### config.mk
export PLATFORM = sky130hd
export DESIGN_NAME = puf_challenge_sequencer
export DESIGN_NICKNAME = d
export VERILOG_FILES = /design/src/rtl/puf_pkg.sv /design/src/rtl/puf_window_timer.sv /design/src/rtl/puf_challenge_sequencer.sv
export SDC_FILE = /design/constraint.sdc
export NUM_CORES = 1
export LEC_CHECK = 0
export BUFFER_PORTS_ARGS = -buffer_cell sky130_fd_sc_hd__buf_2
export CAP_MARGIN = 20
export CORE_UTILIZATION = 51
export DETAILED_ROUTE_END_ITERATION = 10
export PLACE_DENSITY = 0.81
export RECOVER_POWER = 25
export SETUP_SLACK_MARGIN = 0.3
export SYNTH_ARGS = -nofsm -noshare
export SYNTH_HDL_FRONTEND = slang
export SYNTH_SLANG_ARGS = --single-unit
### constraint.sdc
create_clock -name clk -period 2.17 [get_ports clk]
set_input_delay 0.1085 -clock clk [delete_from_list [all_inputs] [get_ports clk]]
set_output_delay 0.1085 -clock clk [all_outputs]
set_load 0.05 [all_outputs]
### src/rtl/puf_pkg.sv
// Shared types and constants for the ring-oscillator PUF challenge/response sequencer.
package puf_pkg;

  localparam int unsigned CHAL_W = 5;
  localparam int unsigned NUM_RO = 32;

  typedef enum logic [2:0] {
    IDLE,
    CLEAR,
    RUN,
    SETTLE,
    COMPARE,
    VALID
  } state_t;

  function automatic int unsigned max3(input int unsigned a, input int unsigned b,
                                       input int unsigned c);
    int unsigned m;
    m = (a > b) ? a : b;
    return (m > c) ? m : c;
  endfunction

endpackage

### src/rtl/puf_window_timer.sv
// Loadable down-counter timing the CLEAR, RUN and SETTLE phases; done flags the final cycle.
module puf_window_timer #(
  parameter int unsigned W = 11
) (
  input  logic         clk,
  input  logic         rst_n,
  input  logic         i_load,
  input  logic [W-1:0] i_len,
  output logic         o_done
);

  logic [W-1:0] r_cnt;

  // Parks at zero once a phase has expired so done cannot re-fire.
  always_ff @(posedge clk or negedge rst_n) begin
    if (!rst_n) begin
      r_cnt <= '0;
    end else if (i_load) begin
      r_cnt <= i_len;
    end else if (r_cnt != '0) begin
      r_cnt <= r_cnt - 1'b1;
    end
  end

  assign o_done = (r_cnt == W'(1));

endmodule

### src/rtl/puf_challenge_sequencer.sv
// Challenge/response sequencer: one clear/window/settle/compare measurement per response bit.
module puf_challenge_sequencer
  import puf_pkg::*;
#(
  parameter int unsigned RESP_BITS     = 8,
  parameter int unsigned CNT_W         = 32,
  parameter int unsigned CLEAR_CYCLES  = 2,
  parameter int unsigned WINDOW_CYCLES = 1024,
  parameter int unsigned SETTLE_CYCLES = 4
) (
  input  logic                 clk,
  input  logic                 rst_n,
  input  logic                 start,
  input  logic [CHAL_W-1:0]    challenge,
  output logic                 busy,
  output logic                 ro_en,
  output logic                 cnt_clr,
  output logic [CHAL_W-1:0]    sel_a,
  output logic [CHAL_W-1:0]    sel_b,
  input  logic [CNT_W-1:0]     count_a,
  input  logic [CNT_W-1:0]     count_b,
  output logic [RESP_BITS-1:0] resp_data,
  output logic                 resp_valid,
  input  logic                 resp_ready,
  output logic                 resp_tie
);

  localparam int unsigned MAX_LEN = max3(CLEAR_CYCLES, WINDOW_CYCLES, SETTLE_CYCLES);
  localparam int unsigned TW      = $clog2(MAX_LEN + 1);
  localparam int unsigned KW      = (RESP_BITS > 1) ? $clog2(RESP_BITS) : 1;

  localparam logic [TW-1:0] LEN_CLR = TW'(CLEAR_CYCLES);
  localparam logic [TW-1:0] LEN_WIN = TW'(WINDOW_CYCLES);
  localparam logic [TW-1:0] LEN_SET = TW'(SETTLE_CYCLES);

  state_t                 r_state;
  state_t                 w_next;
  logic                   w_load;
  logic [TW-1:0]          w_len;
  logic                   w_done;
  logic                   w_last;
  logic [KW-1:0]          r_k;
  logic [CHAL_W-1:0]      r_base;
  logic [CHAL_W-1:0]      r_sel;
  logic [RESP_BITS-1:0]   r_resp;
  logic                   r_tie;

  puf_window_timer #(.W(TW)) u_timer (
    .clk    (clk),
    .rst_n  (rst_n),
    .i_load (w_load),
    .i_len  (w_len),
    .o_done (w_done)
  );

  assign w_last = (r_k == KW'(RESP_BITS - 1));

  always_ff @(posedge clk or negedge rst_n) begin
    if (!rst_n) begin
      r_state <= IDLE;
    end else begin
      r_state <= w_next;
    end
  end

  // Outputs decode the state directly so an async reset drops ro_en/cnt_clr at once.
  always_comb begin
    w_next     = r_state;
    w_load     = 1'b0;
    w_len      = '0;
    busy       = 1'b1;
    ro_en      = 1'b0;
    cnt_clr    = 1'b0;
    resp_valid = 1'b0;
    case (r_state)
      IDLE: begin
        busy = 1'b0;
        if (start) begin
          w_next = CLEAR;
          w_load = 1'b1;
          w_len  = LEN_CLR;
        end
      end
      CLEAR: begin
        cnt_clr = 1'b1;
        if (w_done) begin
          w_next = RUN;
          w_load = 1'b1;
          w_len  = LEN_WIN;
        end
      end
      RUN: begin
        ro_en = 1'b1;
        if (w_done) begin
          w_next = SETTLE;
          w_load = 1'b1;
          w_len  = LEN_SET;
        end
      end
      SETTLE: begin
        if (w_done) begin
          w_next = COMPARE;
        end
      end
      COMPARE: begin
        if (w_last) begin
          w_next = VALID;
        end else begin
          w_next = CLEAR;
          w_load = 1'b1;
          w_len  = LEN_CLR;
        end
      end
      VALID: begin
        resp_valid = 1'b1;
        if (resp_ready) begin
          w_next = IDLE;
        end
      end
      default: begin
        w_next = IDLE;
      end
    endcase
  end

  always_ff @(posedge clk or negedge rst_n) begin
    if (!rst_n) begin
      r_k    <= '0;
      r_base <= '0;
      r_sel  <= '0;
      r_resp <= '0;
      r_tie  <= 1'b0;
    end else if (r_state == IDLE && start) begin
      r_k    <= '0;
      r_base <= challenge;
      r_sel  <= challenge;
      r_resp <= '0;
      r_tie  <= 1'b0;
    end else if (r_state == COMPARE) begin
      r_resp[r_k] <= (count_a > count_b);
      r_tie       <= r_tie | (count_a == count_b);
      if (!w_last) begin
        r_k   <= r_k + 1'b1;
        r_sel <= r_base + CHAL_W'(r_k) + CHAL_W'(1);
      end
    end
  end

  assign sel_a     = r_sel;
  assign sel_b     = r_sel;
  assign resp_data = r_resp;
  assign resp_tie  = r_tie;

endmodule

; ---- After elaboration in Yosys (flattened, before gate mapping)
; Index checks and enable logic that the tools add are counted.
[op_classes]
n_addsub = 4
n_lt_le_gt_ge = 3
n_eq_ne = 14
muxes = 35
bitwise_logic = 1
n_reduce_logical = 9
[op_table]
columns = cell, count
row1 = case mux 11 bit (4 select lines), 1
row2 = two-way mux 11 bit, 3
row3 = == test 32 bit, 1
row4 = greater-than comparator 32 bit, 1
row5 = two-way mux 3 bit, 10
row6 = case mux 3 bit (6 select lines), 1
row7 = two-way mux 8 bit, 2
row8 = two-way mux 5 bit, 3
row9 = "== test 11 x 1 -> 1 bit, second input constant", 1
row10 = nonzero test 11 bit, 1
row11 = "subtractor 11 x 1 -> 11 bit, second input constant", 1
row12 = two-way mux 1 bit, 10
row13 = "== test 3 bit, second input constant", 3
row14 = bitwise mux 8 bit, 1
row15 = "inequality test 2 x 1 -> 1 bit, second input constant", 4
row16 = "== test 3 x 2 -> 1 bit, second input constant", 2
row17 = "adder 5 x 1 -> 5 bit, second input constant", 1
row18 = adder 5 x 3 -> 5 bit, 1
row19 = AND reduction 5 bit, 1
row20 = "less-than comparator 3 x 4 -> 1 bit, second input constant", 1
row21 = two-way mux 2 bit, 2
row22 = "inequality test 2 bit, second input constant", 2
row23 = nonzero test 2 bit, 2
row24 = "adder 3 x 1 -> 3 bit, second input constant", 1
row25 = 9 further kinds, 10
[totals]
regBits = 36
inputBits = 73
output_inout_bits = 23

; ---- Depth between registers and ports, before layout
[depth]
word_depth = 7
depth_mapped = 10

; ---- Cells and area by module
; From an unflattened synthesis, not the netlist that was laid out.
[unflattened]
hier_cells = 349
hier_area_um2 = 2986.6
[by_module_without_submodules]
columns = mod, n_inst, cells_per_inst, area_each_um2, seq_area_each_um2
row1 = puf_challenge_sequencer, 1, 282, 2327.2, 625.6
row2 = puf_window_timer, 1, 67, 659.4, 275.3

; ---- Worst setup path after synthesis
; Ideal clock, no wire load.
[synth_path]
path_kind = flip-flop to flip-flop
startpoint = register r_state[2]
endpoint = register u_timer.r_cnt[10]
arrival_time_ns = 2.488
t_required_ns = 2.040
setup_slack_ns = -0.448
stages_incl_launch_ff = 8
period_less_slack_ns = 2.618
cell_sequence = dfrtp_1 -> buf_2 -> nor3b_1 -> inv_1 -> a21oi_1 -> or3_1 -> buf_2 -> o22ai_1
[synth_via]
elab_chain_len = 4
elab_cells_between_ends = 9
[synth_lines]
columns = element, line
row1 = start: declaration, puf_challenge_sequencer.sv:36  ; state_t r_state;
row2 = start signal: assignment, puf_challenge_sequencer.sv:62  ; r_state <= w_next;
row3 = == test 3 x 2 -> 1 bit or == test 3 x 1 -> 1 bit (tied branches), puf_challenge_sequencer.sv:75  ; case (r_state)
row4 = OR reduction 2 bit (no line), n/a
row5 = case mux 1 bit (3 select lines), puf_challenge_sequencer.sv:75
row6 = two-way mux 11 bit or nonzero test 2 bit (tied branches), n/a
row7 = end signal: assignment, puf_window_timer.sv:19  ; r_cnt <= i_len;
row8 = end signal: assignment, puf_window_timer.sv:21  ; r_cnt <= r_cnt - 1'b1;
row9 = end: declaration, puf_window_timer.sv:12  ; logic [W-1:0] r_cnt;
; Parallel ways exist; a longest one is shown, timed or not.
; A chain may end at the register's enable or synchronous reset.

; ---- Worst setup path after layout
[layout_path]
startpoint = register r_state[0]
endpoint = register u_timer.r_cnt[2]
; Same word-level chain as after synthesis.

==> impl_metrics.tcl <==
set metrics [dict create \
    cts_tree "built" \
    hp-class "input port to register" \
    fmax_mhz 557 \
    num_vias 2553 \
    path_class "register to register" \
    rsz0062_at_grt "yes" \
    timing.setup.tns_ps 0 \
    synth_nets 428 \
    yosys_warnings 0 \
    seq_area_frac_synth_pct 32.9 \
    period_share_pct 82.7 \
    grt_use_met1_pct 26.2 \
    dpl.cell_count 472 \
    async_reset_ff_share_pct 100 \
    layout_commonest_cell "buf_2" \
    overflow 0 \
    tightestPinTransition_ps 892 \
    path_buf_inv 1 \
    die_w_um 75.3 \
    synth_top_area_cell "dfrtp_1" \
    final.min_clock_period_ps 1790 \
    cts_inserted_buffers 5 \
    maxSlewHeadroom_pct 40.5 \
    placed_cell_area_mm2 0.00328 \
    row_count 26 \
    nFillCells 452 \
    p_per_area_mw_per_mm2 1060 \
    clk_pin_slew_ps 70 \
    ioPinCount 96 \
    maxSlewViolCount 0 \
    timing_hold_violations_final 0 \
    drtAntennaViolNets 0 \
    leakage_uw 0.00174 \
    die_area_mm2 0.00567 \
    die_h_um 75.3 \
    clock_path_buffers 2 \
    gp_congestion 0.832 \
    clock_skew_ps 3.95 \
    hpwl_mm 4.85 \
    synth_top_area_share_pct 32.9 \
    grt_pass1_wl_mm 10.2 \
    drtIter0Drc 98 \
    nets 524 \
    r2r_slack_ps 380 \
    cap_violations 0 \
    diodes 0 \
    reg2reg_depth 5 \
    synth_cells 315 \
    crit_fanout 9 \
    vdd_drop_max_uv 536 \
    required_ps 2350 \
    met2_usage_pct 42.8 \
    final_area_mm2 0.00340 \
    initial_utilization_pct 53.3 \
    yosysUniqueCellTypes 47 \
    hold_depth 3 \
    coreArea_mm2 0.00514 \
    clk_latency_ps 280 \
    wire_per_inst_um 12.6 \
    synth.ff_latch_count 36 \
    end_kind "register" \
    cpMaxStageDelayCell "dfrtp_1" \
    stdcell_count 482 \
    syn_area_mm2 0.00274 \
    drc 0 \
    syn_to_final_growth_pct 24.3 \
    grt_usage_pct 23.2 \
    synthTopCellsByArea "dfrtp_1 (33%), ha_1 (18%), inv_1 (5.9%), a21oi_1 (4.0%), nand2_1 (3.7%)" \
    postSynthAreaPerCell_um2 8.69 \
    firstDrtPassIters 5 \
    antenna_found_initial 0 \
    synthFlopType "dfrtp_1" \
    cp.arrival_ps 1970 \
    synth_edf_count 0 \
    startpoint_type "register" \
    use_met3_pct 5.49 \
    max_stage_delay_ps 510 \
    path_cells "nor2_1, and3_1, or3_1, buf_4, o21a_1" \
    setup_violations 0 \
    via_per_inst 5.30 \
    port_buffers 95 \
    busiest_layer "met2" \
    cts_sinks 36 \
    mostFrequentLayoutCells "buf_2 (75), inv_1 (43), ha_1 (39)" \
    cp_top_family "simple AND/OR/NAND/NOR gates" \
    grt_pass1_vias 2544 \
    htreeDepth 2 \
    drive_above_1_share_pct 26.9 \
    drt-total-wl_mm 6.08 \
    cp_num_cells 5 \
    status "finished clean" \
    clockRootBuffer "clkbuf_8" \
    grt_start_max_net_pins 37 \
]
==> cells by family (layout without fill, tap and decap cells) <==
group / Yosys count / in the layout / synth area share, %
AO/OA/AOI/OAI: 72 / 72 / 16.1
XOR/XNOR: 11 / 11 / 3.52
adder cells (fa/ha/maj): 40 / 40 / 18.5
buffers and inverters: 57 / 154 / 8.91
flip-flops: 36 / 36 / 32.9
multiplexers: 5 / 5 / 1.83
AND/OR/NAND/NOR: 94 / 94 / 18.2
==> registers in the layout (all words and copies together), names as in the netlist <==
register,count
r_k,3
sel_a,5
resp_data,8
resp_tie,1
u_timer.r_cnt,11
r_base,5
r_state,3
==> final cells by class <==
cell class | instances | area, um^2 | area share [%]
Multi-Input combinational cell | 222 | 1650 | 48.5
Sequential cell | 36 | 902 | 26.5
Timing Repair Buffer | 102 | 507 | 14.9
Inverter | 44 | 165 | 4.85
Tap cell | 70 | 87.6 | 2.57
Clock buffer | 6 | 82.6 | 2.43
Clock inverter | 2 | 10.0 | 0.294
==> synthesized netlist by cell type (3+ instances only) <==
library cell,number
nor3_1,8
o211ai_1,7
o31ai_1,4
ha_1,39
dfrtp_1,36
buf_4,7
inv_1,43
a21oi_1,22
nor2_1,17
a21o_1,3
clkbuf_1,3
nand3_1,8
xnor2_1,9
buf_2,3
nand2b_1,3
o21ai_0,19
nand2_1,27
mux2i_1,5
a211oi_1,4
nand4_1,9
==> metal layers <==
| metal | up-vias | share of wire, % |
|---|---|---|
| li1 | 1292 | - |
| met1 | 1173 | 41 |
| met2 | 78 | 52 |
| met3 | 10 | 5.4 |
| met4 | 0 | 1.7 |
| met5 | - | 0 |
==> power breakdown <==
group          internal [uW]  leakage (uW)  switching (uW)
registers                960      0.000449             307
logic                    638       0.00124            1230
clock network            253     0.0000510             228
==> timing repair <==
item / 4_1_cts / 5_1_grt
endpoints found under the setup margin: 0 / 19
buffers inserted: 0 / 1
resized for setup: 0 / 9
endpoints found under the hold margin: 36 / 0
hold buffers: 1 / 0
==> worst reg2reg max path, delay by kind of cell, from the launching register on <==
kind                   cells  cell delay [ps]
and+or+nand+nor            3              810
DFF                        1              510
buffers and inverters      1              200
AOI/OAI and AO/OA          1              180
==> metrics by stage <==
| stage | hold WS, ps | utilization (%) | power (uW) | setup WS (ps) |
|---|---|---|---|---|
| after global placement | 235 | 63.8 | 3030 | 301 |
| final | 37.0 | 66.2 | 3620 | 375 |
| after floorplan | -187 | - | 2670 | 309 |
| after CTS | 24.9 | 65.8 | 3600 | 324 |
| after global routing | 38.6 | 66.2 | 3920 | 236 |
| after detailed placement | 237 | 63.8 | 3100 | 222 |
==> path summary, 6_finish.rpt <==
kind	from	endpoint
worst min register to register	r_base[2]	r_base[2]
min in group asynchronous	rst_n	u_timer.r_cnt[8]
max in group asynchronous	rst_n	r_k[2]
worst max register to register	r_state[0]	u_timer.r_cnt[2]
worst min-delay path	challenge[4]	r_base[4]
worst max-delay path	r_state[0]	u_timer.r_cnt[2]
(Power assumes the default switching activity.)
